## config.mk

```make
export PLATFORM = sky130hd
export DESIGN_NAME = seg7_scan_driver
export DESIGN_NICKNAME = d
export VERILOG_FILES = /design/src/rtl/seg7_scan_driver.sv
export SDC_FILE = /design/constraint.sdc
export NUM_CORES = 1
export LEC_CHECK = 0
export ABC_AREA = 1
export BUFFER_PORTS_ARGS = -buffer_cell sky130_fd_sc_hd__buf_4
export CORE_ASPECT_RATIO = 1.75
export CORE_MARGIN = 5
export CORE_UTILIZATION = 55
export DETAILED_ROUTE_END_ITERATION = 12
export PLACE_DENSITY = 0.79
export SLEW_MARGIN = 40
export SYNTH_ARGS = -nofsm -noshare
export SYNTH_HDL_FRONTEND = slang
export SYNTH_SLANG_ARGS = --single-unit
```

## constraint.sdc

```tcl
create_clock -name clk -period 2.1 [get_ports clk]
set_input_delay 0.21 -clock clk [delete_from_list [all_inputs] [get_ports clk]]
set_output_delay 0.21 -clock clk [all_outputs]
set_load 0.03 [all_outputs]
```

## src/rtl/seg7_scan_driver.sv

```systemverilog
// Time-multiplexed common-anode 7-segment scanner: shadowed BCD digits, a guard
// interval at the start of every digit slot, leading-zero blanking and an "E" glyph.
module seg7_scan_driver #(
  parameter int NUM_DIGITS   = 8,
  parameter int REFRESH_DIV  = 100000,
  parameter int BLANK_CYCLES = 16,
  parameter bit LZ_BLANK     = 1'b1
) (
  input  logic                    clk,
  input  logic                    reset,
  input  logic [4*NUM_DIGITS-1:0] digits,
  input  logic [NUM_DIGITS-1:0]   dp_in,
  input  logic [NUM_DIGITS-1:0]   digit_en,
  input  logic                    load,
  output logic [6:0]              seg,
  output logic                    dp_n,
  output logic [NUM_DIGITS-1:0]   an,
  output logic                    frame_done
);

  localparam int              CW        = (REFRESH_DIV > 1) ? $clog2(REFRESH_DIV) : 1;
  localparam int              IW        = (NUM_DIGITS > 1) ? $clog2(NUM_DIGITS) : 1;
  localparam logic [CW-1:0]   CNT_MAX   = CW'(REFRESH_DIV - 1);
  localparam logic [CW-1:0]   GUARD_END = CW'(BLANK_CYCLES);
  localparam logic [IW-1:0]   IDX_MAX   = IW'(NUM_DIGITS - 1);
  localparam logic [6:0]      SEG_BLANK = 7'b1111111;

  // Active-low {a..g}; anything that is not BCD shows "E".
  function automatic logic [6:0] bcd_to_seg(input logic [3:0] code);
    case (code)
      4'd0:    bcd_to_seg = 7'b0000001;
      4'd1:    bcd_to_seg = 7'b1001111;
      4'd2:    bcd_to_seg = 7'b0010010;
      4'd3:    bcd_to_seg = 7'b0000110;
      4'd4:    bcd_to_seg = 7'b1001100;
      4'd5:    bcd_to_seg = 7'b0100100;
      4'd6:    bcd_to_seg = 7'b0100000;
      4'd7:    bcd_to_seg = 7'b0001111;
      4'd8:    bcd_to_seg = 7'b0000000;
      4'd9:    bcd_to_seg = 7'b0000100;
      default: bcd_to_seg = 7'b0110000;
    endcase
  endfunction

  logic [CW-1:0]             cnt_r;
  logic [IW-1:0]             idx_r;
  logic                      wrap_pend_r;
  logic [4*NUM_DIGITS-1:0]   sh_digits_r;
  logic [NUM_DIGITS-1:0]     sh_dp_r;
  logic [6:0]                glyph_seg_r;
  logic                      glyph_dp_r;
  logic [6:0]                seg_r;
  logic                      dp_n_r;
  logic [NUM_DIGITS-1:0]     an_r;
  logic                      frame_done_r;

  logic                      cnt_wrap_s;
  logic [NUM_DIGITS-1:0]     lz_mask_s;
  logic [3:0]                cur_code_s;
  logic [6:0]                next_seg_s;
  logic                      next_dp_s;

  assign cnt_wrap_s = (cnt_r == CNT_MAX);

  // Leading-zero mask: a digit blanks when it and everything above it is zero.
  always_comb begin
    logic zero_above;
    zero_above = 1'b1;
    lz_mask_s  = '0;
    for (int k = NUM_DIGITS - 1; k >= 0; k--) begin
      zero_above   = zero_above & (sh_digits_r[4*k +: 4] == 4'd0);
      lz_mask_s[k] = zero_above & LZ_BLANK;
    end
    lz_mask_s[0] = 1'b0;
  end

  // Glyph for the digit under the scan index, from shadow values.
  always_comb begin
    cur_code_s = sh_digits_r[{idx_r, 2'b00} +: 4];
    if (lz_mask_s[idx_r]) begin
      next_seg_s = SEG_BLANK;
    end else begin
      next_seg_s = bcd_to_seg(cur_code_s);
    end
    next_dp_s = ~sh_dp_r[idx_r];
  end

  // Prescaler, scan index and end-of-frame marker.
  always_ff @(posedge clk) begin
    if (reset) begin
      cnt_r       <= '0;
      idx_r       <= '0;
      wrap_pend_r <= 1'b0;
    end else begin
      wrap_pend_r <= cnt_wrap_s && (idx_r == IDX_MAX);
      if (cnt_wrap_s) begin
        cnt_r <= '0;
        idx_r <= (idx_r == IDX_MAX) ? '0 : idx_r + 1'b1;
      end else begin
        cnt_r <= cnt_r + 1'b1;
      end
    end
  end

  // Shadow register; reset wins over a coincident load.
  always_ff @(posedge clk) begin
    if (reset) begin
      sh_digits_r <= '0;
      sh_dp_r     <= '0;
    end else if (load) begin
      sh_digits_r <= digits;
      sh_dp_r     <= dp_in;
    end
  end

  // Slot latch: the lit digit is frozen for the whole slot.
  always_ff @(posedge clk) begin
    if (reset) begin
      glyph_seg_r <= SEG_BLANK;
      glyph_dp_r  <= 1'b1;
    end else if (cnt_r == '0) begin
      glyph_seg_r <= next_seg_s;
      glyph_dp_r  <= next_dp_s;
    end
  end

  // Registered pins; the slot's first cycle is always in the guard, so the
  // glyph latched on that cycle is ready before anything is shown.
  always_ff @(posedge clk) begin
    if (reset) begin
      seg_r        <= SEG_BLANK;
      dp_n_r       <= 1'b1;
      an_r         <= '1;
      frame_done_r <= 1'b0;
    end else begin
      frame_done_r <= wrap_pend_r;
      an_r         <= '1;
      if (cnt_r < GUARD_END) begin
        seg_r  <= SEG_BLANK;
        dp_n_r <= 1'b1;
      end else begin
        seg_r  <= glyph_seg_r;
        dp_n_r <= glyph_dp_r;
        if (digit_en[idx_r]) begin
          an_r[idx_r] <= 1'b0;
        end
      end
    end
  end

  assign seg        = seg_r;
  assign dp_n       = dp_n_r;
  assign an         = an_r;
  assign frame_done = frame_done_r;

endmodule
```

# After elaboration in Yosys (flattened, before gate mapping)
# Memories as Yosys holds them, arrays and structs flattened.
# Cells that the tools add are included.
# W data, S select, Z words.
totals:
  regBits: 86
  latchBits: 0
  mem_bits_rw: 0
  romBits: 112
  inputBits: 51
  out_inout_bits: 17
  wordCells: 52
  memories: 1
memory_table:
  columns: ["name", "depth", "word_bits", "read_ports", "rd_clocked_by_memory_dff", "write_ports", "line_no", "source"]
  rows:
  - ["(no name shown)", 16, 7, 1, 0, 0, "30", "case (code)"]
classes:
  add_sub_neg: 2
  mul: 0
  div: 0
  n_lt_le_gt_ge: 3
  n_eq_ne: 2
  shift: 1
  muxes: 10
  bitwise: 9
  reduce_logical: 13
op_table:
  columns: ["operator", "n"]
  rows:
  - ["$shiftx A32 B6 Y4", 1]
  - ["$logic_not A4 Y1", 7]
  - ["$add A17 B1 Y17 const B", 1]
  - ["$eq A17 B17 Y1 const B", 1]
  - ["$logic_not A17 Y1", 1]
  - ["$lt A17 B5 Y1 const B", 1]
  - ["$bmux W1 S3", 3]
  - ["$not A8 Y8", 1]
  - ["$mux W7", 1]
  - ["$and A1 B1 Y1", 6]
  - ["$lt A3 B4 Y1 const B", 1]
  - ["$mux W1", 4]
  - ["$reduce_or A2 Y1", 2]
  - ["$add A3 B1 Y3 const B", 1]
  - ["$demux W1 S3", 1]
  - ["$eq A3 B3 Y1 const B", 1]
  - ["$ge A3 B1 Y1 const B", 1]
  - ["$mux W3", 1]
  - ["$reduce_or A3 Y1", 1]
  - ["$logic_and A1 B1 Y1", 2]
  - ["$not A1 Y1", 2]

# Longest topological paths before layout
# Gate-level depths: netlist of run 1.
depth:
  ltp_word: 10
  depth_mapped: 16
  mapped_depth_nobuf: 15

# Worst setup path after synthesis of run 1
# OpenSTA, ideal clock, no wires.
synth_timing:
  kind: "flip-flop to flip-flop"
  start: "register idx_r[0]"
  end: "register glyph_seg_r[3]"
  setup_time_ps: 115
  arrival_time_ps: 1632
  required_ps: 1985
  setup_slack_ps: 353
  stages_incl_launch_ff: 16
  n_path_buf: 2
  synth_period_minus_slack_ps: 1747
  path_cell_list: "dfxtp_1 -> buf_4 -> buf_4 -> nand2_1 -> nand2_1 -> nand2_1 -> nand2_1 -> nand2_1 -> nand2_1 -> inv_1 -> ha_1 -> nand3b_1 -> nand3_1 -> nand2_1 -> nand2_1 -> nand2_1"
synth_between:
  elab_chain_cells: 3
  word_cells_on_any_way: 5
  classes_between: "shift: 1; mux: 3; memory: 1"
synth_rtl:
  columns: ["element", "line_no", "source"]
  rows:
  - ["from (decl)", "46", "logic [IW-1:0] idx_r;"]
  - ["from (signal assigned)", "98", "idx_r <= (idx_r == IDX_MAX) ? '0 : idx_r + 1'b1;"]
  - ["$shiftx A32 B6 Y4 / $bmux W1 S3 (equally long branches)", "79, 80", null]
  - ["$mem_v2 Z16 W7 / $mux W1 (equally long branches)", null, null]
  - ["$mux W7 *", "80", "if (lz_mask_s[idx_r]) begin"]
  - ["to (signal assigned)", "122", "glyph_seg_r <= next_seg_s;"]
  - ["to (decl)", "50", "logic [6:0] glyph_seg_r;"]
# Mark *: on every way between the ends. The rest lies on a longest branch, timed or not. The select of a mux whose other input is x is not followed.
# A chain may end at the register's enable or synchronous reset.

# Worst setup path after layout of run 1
layout_timing:
  start: "register idx_r[0]"
  end: "register glyph_seg_r[5]"
# The elaborated chain is that of the path after synthesis.

==> flow_summary.toml, run 1 <==
[status]
status = "finished clean"

[global_routing]
overflow = 0
grtUsageTotal_pct = 25.64
grt_pass1_vias = 4151
grt_pass1_wl_um = 18890
antenna_found_initial = 0
grt_max_degree = 50

[sta]
clock.fmax_ghz = 0.5253
fin_skew_ns = 0.007229
hold_ws_ns = 0.08771
setup_ws_ns = 0.1964
min_period_over_period_pct = 90.65
setup_tns_ns = 0
worst_slew_pin_slew_ns = 0.7181
rsz0062_at_grt = "false"
max_slew_margin_pct = 52.13
finalHoldViolations = 0
setup_violations = 0
drv_slew = 0
period_needed_ns = 1.904

[clocking]
ctsResizeCount = 0
clk_pin_slew_worst_paths_ns = 0.06
ctsHoldBuffers = 0
clock_path_buffers = 2
post_cts_buffers = 0
cts_buffers = 9
h-tree-depth = 3
clock_sinks = 86
cts-root-buf = "clkbuf_16"
cts_tree = "yes"
insertion_delay_ns = 0.34

[worst_hold_path]
min-delay-path-class = "in -> reg"
min_path_cells = 3

[pwr]
p_leak_nw = 2.319
seqPwrFrac_pct = 46.9
clkPwrFrac_pct = 43.2
intPower_mw = 2.834
p_switching_mw = 0.9342
finalPower_mw = 3.769
comb_power_share_pct = 9.9
ir_drop_uv = 574.9
p_sw_share_pct = 24.79
p_per_area_nw_per_um2 = 750.9

[routing]
vias_per_cell = 5.380
drc = 0
dr.pass1.iters = 5
finalWirelength_um = 11370
wl_per_cell_um = 14.94
vias = 4094
initialDrtViolationCount = 198
final_antenna_net_count = 0

[critical_path]
start_kind = "register"
cp.arrival_ns = 2.14
critPathKind = "reg -> reg"
crit_required_ns = 2.33
r2r_cells = 14
cp_max_fo = 29
worstSetupEndpointType = "register"

[finish]
drive_above_1_share_pct = 15.70
seqCellArea_um2 = 1722
area.growth.synth_to_final_pct = 22.29
nets = 731
multiInputGateArea_um2 = 2048
finish.utilization_pct = 69.38
diodes = 0
fillers = 635

[die]
ios = 68
die_y_um = 124.3
num_rows = 41
initial_core_util_pct = 56.74
die_w_um = 75.30
coreArea_um2 = 7233
dieArea_um2 = 9358

[logic_synthesis]
synth_cell_types = 33
ys_async_sr_fraction_pct = 0
syn_inst = 604
ys.flop_type = "dfxtp_1"
syn_area_per_cell_um2 = 6.795
ys_warn_count = 0
synth-edff-count = 0
ys_seq_elements = 86
ys_seq_area_share_pct = 41.95
syn-num-nets = 665
syn_area_um2 = 4104

[placed_design]
gp_congestion = 0.9526
dp_hpwl_um = 8514
io_buffers = 67
dpl_worst_slack_ns = 0.1428

[job]
maxCapViolations = 0
-- routing by layer --
| layer | part of all wire (%) | GRT usage [%] | vias to the layer above |
|---|---|---|---|
| met1 | 37 | 27.87 | 1874 |
| met5 | 0 | 0 | - |
| li1 | - | - | 2065 |
| met3 | 4.0 | 4.927 | 32 |
| met4 | 3.7 | 12.46 | 0 |
| met2 | 55 | 45.08 | 123 |
-- synthesized netlist by cell type, types with 3 or more instances --
cell type  number  area (um^2)
a21oi_1        41        205.2
buf_2           6        30.03
buf_4           4        30.03
clkbuf_1       12        45.04
dfxtp_1        86         1722
ha_1           10        125.1
inv_1          59        221.5
nand2_1       156        585.6
nand3_1        34        170.2
nand3b_1        3        22.52
nand4_1         7        43.79
nor2_1         98        367.9
nor3_1          6        30.03
nor4_1          4        25.02
o21ai_0        55        275.3
o22ai_1         3        18.77
-- through the flow --
stage / instance area, um^2 / cells
2_1_floorplan: 4104 / 604
3_5_place_dp: 4705 / 745
6_report: 5019 / 761
5_1_grt: 5019 / 761
4_1_cts: 5014 / 761
3_3_place_gp: 4701 / 745
-- power groups by stage --
stage / Clock [mW] / Combinational [mW] / Sequential [mW]
3_3_place_gp: 0 / 0.359 / 1.80
2_1_floorplan: 0 / 0.234 / 1.78
3_5_place_dp: 0 / 0.370 / 1.80
4_1_cts: 1.64 / 0.375 / 1.76
6_report: 1.63 / 0.374 / 1.77
5_1_grt: 1.72 / 0.429 / 1.77
-- cell type report --
cell class / instances / share of cell area, %
sequential: 86 / 34.31
tap: 86 / 2.144
inverter: 61 / 4.662
multi-input combinational: 434 / 40.81
timing repair buffer: 78 / 11.92
clock buffer: 10 / 4.762
clock inverter: 6 / 1.396
-- logic make-up after synthesis --
family	synth area share, %
AOI/OAI and AO/OA	12.93
xor gates and xnor gates	0.4269
adders and majority gates	3.049
buffers and inverters	8.293
DFF	41.95
and+or+nand+nor	33.35
-- state kept, by name, indices dropped and copies added, names as in the netlist --
register	cells
dp_n	1
wrap_pend_r	1
glyph_dp_r	1
glyph_seg_r	7
cnt_r	17
sh_digits_r	32
idx_r	3
an	8
sh_dp_r	8
frame_done	1
seg	7
-- final timing paths --
path | from | to | slack [ns]
setup / recovery | idx_r[0] | glyph_seg_r[5] | 0.20
hold / removal | dp_in[2] | sh_dp_r[2] | 0.09
setup reg to reg | idx_r[0] | glyph_seg_r[5] | 0.20
hold reg to reg | glyph_dp_r | dp_n | 0.44
-- cells in the final DEF, fill, tap and decap left out, drive strengths merged, types with 2 or more instances in the layout --
master	count
inv	61
ha	10
clkbuf	10
a21oi	42
xor2	2
nand4	8
nor4	7
clkinv	5
dfxtp	86
nand3b	3
nor3	6
buf	78
o21ai	55
nand2	157
nor2	99
nand3	35
o22ai	3
nor3b	3
-- worst max-delay path: stages, from the launching register on --
cell     delay (ns)
dfxtp_1        0.33
buf_12         0.16
inv_6          0.12
nand2_1        0.07
nand2_1        0.06
nand2_1        0.04
nand2_1        0.08
nand2_1        0.05
nand2_1        0.14
inv_1          0.13
ha_1           0.31
nand2_1        0.09
nand3_1        0.08
nand2_1        0.07
nand2_1        0.06
No activity file was read; power rests on OpenSTA's default activity.
==> inputs of run 2 (changes only) <==
--- a/config.mk
+++ b/config.mk
@@ -8,7 +8,7 @@
 export ABC_AREA = 1
 export BUFFER_PORTS_ARGS = -buffer_cell sky130_fd_sc_hd__buf_4
 export CORE_ASPECT_RATIO = 1.75
-export CORE_MARGIN = 5
+export CORE_MARGIN = 1.5
 export CORE_UTILIZATION = 55
 export DETAILED_ROUTE_END_ITERATION = 12
 export PLACE_DENSITY = 0.79
==> constraint.sdc (replaced) <==
create_clock -name clk -period 2.3 [get_ports clk]
set_input_delay 0.23 -clock clk [delete_from_list [all_inputs] [get_ports clk]]
set_output_delay 0.23 -clock clk [all_outputs]
set_load 0.03 [all_outputs]
==> run 2 against run 1 <==
Against the previous run:
- non-clock buffer count decreased by 3
- critical path depth unchanged
- via count decreased by 1.3%
- total power decreased by 6.9%
- combinational power decreased by 9.4%
- fmax decreased by 8.5%
- die area decreased by 14%
- first-iteration DRC count increased by 49%
- sequential cell count unchanged
- clock skew decreased by 0.0020 ns
- sequential share of layout area increased by 0.13 points
- largest power group unchanged
==> flow_summary.toml, run 2 (synthesized netlist as in run 1, its figures left out) <==
[sta]
max_slew_margin_pct = 65.32
finalHoldViolations = 0
setup_violations = 0
drv_slew = 0
setup_tns_ns = 0
min_period_over_period_pct = 90.49
worst_slew_pin_slew_ns = 0.5162
rsz0062_at_grt = "false"
fin_skew_ns = 0.005263
period_needed_ns = 2.081
clock.fmax_ghz = 0.4805

[die]
ios = 68
dieArea_um2 = 8010
num_rows = 41
die_w_um = 68.30
die_y_um = 117.3
coreArea_um2 = 7233
initial_core_util_pct = 56.74

[global_routing]
grtUsageTotal_pct = 27.88
grt_pass1_vias = 3935
overflow = 0
grt_pass1_wl_um = 16830
grt_max_degree = 46
antenna_found_initial = 0

[routing]
wl_per_cell_um = 13.63
final_antenna_net_count = 0
met3_length_um = 335
vias = 4041
dr.max_layer_used = "met4"
dr.pass1.iters = 5
vias_per_cell = 5.331
finalWirelength_um = 10330
drt-met1-wl_um = 4052
initialDrtViolationCount = 295
drc = 0
met2_length_um = 5370

[finish]
reg.largest.list = "sh_digits_r: 32 flops, cnt_r: 17 flops"
multiInputGateArea_um2 = 2042
mostFrequentLayoutCells = "nand2_1 (156), nor2_1 (98), dfxtp_1 (86), buf_4 (74), inv_1 (59)"
drive_above_1_share_pct = 15.03
area.growth.synth_to_final_pct = 21.83
regMostFlops = "sh_digits_r"
nets = 728
finish.utilization_pct = 69.12
seqCellArea_um2 = 1722
fillers = 644
largest_register_ff_count = 32
diodes = 0
final_common_cell = "nand2_1"

[placed_design]
dp_hpwl_um = 7714
gp_congestion = 0.9652
io_buffers = 67

[critical_path]
start_kind = "register"
cp.arrival_ns = 2.31
crit_required_ns = 2.53
critPathKind = "reg -> reg"
r2r_cells = 14
cp_max_fo = 16
rr_endpoint = "glyph_seg_r[3]"
worstSetupEndpointType = "register"
crit_path_end = "glyph_seg_r[3]"
setup.worst_path.start = "idx_r[0]"
worstReg2RegStart = "idx_r[0]"
regToRegSetupSlack_ns = 0.22

[status]
status = "finished clean"

[clocking]
insertion_delay_ns = 0.34
cts_tree = "yes"
clock_sinks = 86
cts_buffers = 9
cts-root-buf = "clkbuf_16"
post_cts_buffers = 0
ctsHoldBuffers = 0
clk_pin_slew_worst_paths_ns = 0.06
clock_path_buffers = 2
ctsResizeCount = 0
h-tree-depth = 3

[worst_hold_path]
min-delay-path-class = "in -> reg"

[pwr]
p_per_area_nw_per_um2 = 702.1
p_leak_nw = 2.301
ir_drop_uv = 454.5

[job]
maxCapViolations = 0
## run 2: worst max-delay path: stages, from the launching register on
cell and delay (ns):
dfxtp_1 0.46, buf_4 0.26, nand2_1 0.07, nand2_1 0.06, nand2_1 0.04, nand2_1 0.06, nand2_1 0.04, nand2_1 0.20
inv_1 0.12, ha_1 0.20, nand3b_1 0.18, nand3_1 0.10, nand2_1 0.06, nand2_1 0.06, nand2_1 0.04
## run 2: how the worst min path moves through the flow
stage	depth (start not counted)	from	to	slack (ns)
2_1_floorplan	2	digits[31]	sh_digits_r[31]	0.36
6_report	3	digits[6]	sh_digits_r[6]	0.11
5_1_grt	3	digits[9]	sh_digits_r[9]	0.13
3_3_place_gp	2	wrap_pend_r	frame_done	0.40
3_5_place_dp	2	wrap_pend_r	frame_done	0.41
4_1_cts	3	digits[6]	sh_digits_r[6]	0.11
## run 2: per-layer routing
layer  up-vias  GRT usage [%]
met1      1822          29.49
met5         -              0
li1       2066              -
met4         0          19.47
met2       108          49.19
met3        45          3.728
## run 2: per-stage QoR
| stage | instance area (um^2) | cells | hold WS [ns] | power [mW] | worst slack, ns |
|---|---|---|---|---|---|
| 4_1_cts | 5000 | 758 | 0.1078 | 3.527 | 0.2412 |
| 5_1_grt | 5000 | 758 | 0.1281 | 3.636 | 0.03446 |
| 3_5_place_dp | 4678 | 742 | 0.4059 | 1.978 | 0.2591 |
| 6_report | 5000 | 758 | 0.1088 | 3.510 | 0.2188 |
| 2_1_floorplan | 4104 | 604 | 0.3649 | 1.841 | 0.5530 |
| 3_3_place_gp | 4678 | 742 | 0.4035 | 1.968 | 0.3513 |
## run 2: area by class of cell
| cell class | instances | area share, % |
|---|---|---|
| sequential | 86 | 34.43 |
| inverter | 61 | 4.630 |
| clock buffer | 9 | 4.505 |
| tap | 86 | 2.152 |
| timing repair buffer | 75 | 11.51 |
| clock inverter | 7 | 1.927 |
| multi-input combinational | 434 | 40.84 |
## run 2: power by group
| part | switching, mW | internal, mW | leakage, nW |
|---|---|---|---|
| Sequential | 0.0487 | 1.56 | 0.707 |
| Clock | 0.608 | 0.952 | 0.148 |
| Combinational | 0.191 | 0.148 | 1.45 |
==> inputs of run 3 (changes only) <==
--- a/config.mk
+++ b/config.mk
@@ -10,9 +10,9 @@
 export CORE_ASPECT_RATIO = 1.75
 export CORE_MARGIN = 1.5
 export CORE_UTILIZATION = 55
+export CTS_BUF_LIST = sky130_fd_sc_hd__clkbuf_8
 export DETAILED_ROUTE_END_ITERATION = 12
-export PLACE_DENSITY = 0.79
-export SLEW_MARGIN = 40
+export PLACE_DENSITY = 0.78
 export SYNTH_ARGS = -nofsm -noshare
 export SYNTH_HDL_FRONTEND = slang
 export SYNTH_SLANG_ARGS = --single-unit
==> run 3 against run 2 <==
Against the previous run:
- cell count down 0.13%
- core utilization down 1.7 points
- fmax up 3.4%
- critical path type unchanged
- critical endpoint is now glyph_seg_r[6]
- largest power group unchanged
==> flow_summary.toml, run 3 (synthesized netlist as in run 1, its figures left out) <==
[global_routing]
grt_pass1_wl_um = 16950
grtUsageTotal_pct = 27.99
grt_pass1_vias = 3936
antenna_found_initial = 0
overflow = 0
grt_max_degree = 46

[routing]
vias_per_cell = 5.387
initialDrtViolationCount = 273
vias = 4078
finalWirelength_um = 10220
dr.pass1.iters = 6
wl_per_cell_um = 13.50
final_antenna_net_count = 0
drc = 0

[critical_path]
rr_endpoint = "glyph_seg_r[6]"
crit_path_end = "glyph_seg_r[6]"
worstSetupEndpointType = "register"
cp.arrival_ns = 2.28
critPathKind = "reg -> reg"
setup.worst_path.start = "idx_r[0]"
crit_required_ns = 2.57
start_kind = "register"
cp_max_fo = 11
worstReg2RegStart = "idx_r[0]"
r2r_cells = 14
regToRegSetupSlack_ns = 0.29

[pwr]
ir_drop_uv = 398.9
p_leak_nw = 2.260
finalPower_mw = 3.089
p_per_area_nw_per_um2 = 633.5

[sta]
hold_ws_ns = 0.08245
setup_tns_ns = 0
period_needed_ns = 2.013
rsz0062_at_grt = "false"
max_slew_margin_pct = 58.50
drv_slew = 0
finalHoldViolations = 0
fin_skew_ns = 0.006572
setup_violations = 0
min_period_over_period_pct = 87.51
worst_slew_pin_slew_ns = 0.6209
clock.fmax_ghz = 0.4968

[finish]
drive_above_1_share_pct = 14.61
largest_register_ff_count = 32
nets = 727
mostFrequentLayoutCells = "nand2_1 (156), nor2_1 (98), dfxtp_1 (85), buf_4 (74), inv_1 (62)"
final_common_cell = "nand2_1"
regMostFlops = "sh_digits_r"
fin_area_um2 = 4876
diodes = 0
area.growth.synth_to_final_pct = 18.81
reg.largest.list = "sh_digits_r: 32 flops, cnt_r: 17 flops"

[die]
initial_core_util_pct = 56.74
coreArea_um2 = 7233
ios = 68
die_w_um = 68.30
num_rows = 41
dieArea_um2 = 8010
die_y_um = 117.3

[status]
status = "finished clean"

[clocking]
insertion_delay_ns = 0.37
post_cts_buffers = 0
h-tree-depth = 3
cts-root-buf = "clkbuf_8"
clk_pin_slew_worst_paths_ns = 0.08
cts_tree = "yes"
clock_sinks = 86
clock_path_buffers = 2
cts_buffers = 9

[job]
maxCapViolations = 0

[placed_design]
gp_congestion = 0.9694
place_area_um2 = 4658
dp_hpwl_um = 7608
io_buffers = 67

[worst_hold_path]
min-delay-path-class = "in -> reg"
min_path_cells = 3
## run 3: changes by cell type in the layout (fill, tap and decap cells not counted), sizes merged
| cell | change |
|---|---|
| buf | -1 |
| clkbuf | +1 |
| clkinv | -1 |
| clkinvlp | -2 |
| inv | +2 |
## run 3: per-stage QoR
step	worst slack, ns	utilization, %	cells
2_1_floorplan	0.5530	-	604
3_3_place_gp	0.3150	64.40	741
3_5_place_dp	0.2176	64.40	741
4_1_cts	0.1863	67.39	757
5_1_grt	0.04759	67.41	757
6_report	0.2872	67.41	757
## run 3: how the worst min path moves through the flow
| stage | startpoint | end | slack (ns) |
|---|---|---|---|
| 2_1_floorplan | digits[31] | sh_digits_r[31] | 0.36 |
| 3_3_place_gp | wrap_pend_r | frame_done | 0.40 |
| 3_5_place_dp | wrap_pend_r | frame_done | 0.41 |
| 4_1_cts | digits[6] | sh_digits_r[6] | 0.07 |
| 5_1_grt | dp_in[2] | sh_dp_r[2] | 0.1 |
| 6_report | digits[6] | sh_digits_r[6] | 0.08 |
## run 3: metal layers
layer	wire length (um)	vias to the layer above	track usage [%]
li1	-	2059	-
met1	3867	1842	29.71
met2	5474	133	49.64
met3	418	44	4.589
met4	463	0	17.60
met5	0	-	0
## run 3: power breakdown
group | internal (mW) | switching [mW]
logic | 0.145 | 0.190
registers | 1.56 | 0.0501
clock network | 0.629 | 0.513
total | 2.34 | 0.754
## run 3: critical path, cell delays in order, from the launching register on
cell and delay (ns):
dfxtp_2 0.46, buf_4 0.20, nand2_1 0.06, nand2_1 0.06, nand2_1 0.04, nand2_1 0.07
nand2_1 0.05, nand2_1 0.18, inv_1 0.12, ha_1 0.20, nand3b_1 0.19, nand2_1 0.07
o21ai_0 0.08, nand2_1 0.08, nand2_1 0.05
## run 3: what timing repair did
action,CTS,global route
hold endpoints to repair,0,0
endpoints found under the setup margin,0,4
hold buffers,0,0
gates resized for setup,0,1
## run 3: area by class of cell
class	count	area (um^2)
inverter	61	231.5
tap	86	107.6
timing repair buffer	74	555.5
fill	645	2357
sequential	86	1723
clock inverter	6	78.83
clock buffer	10	137.6
multi-input combinational	434	2042
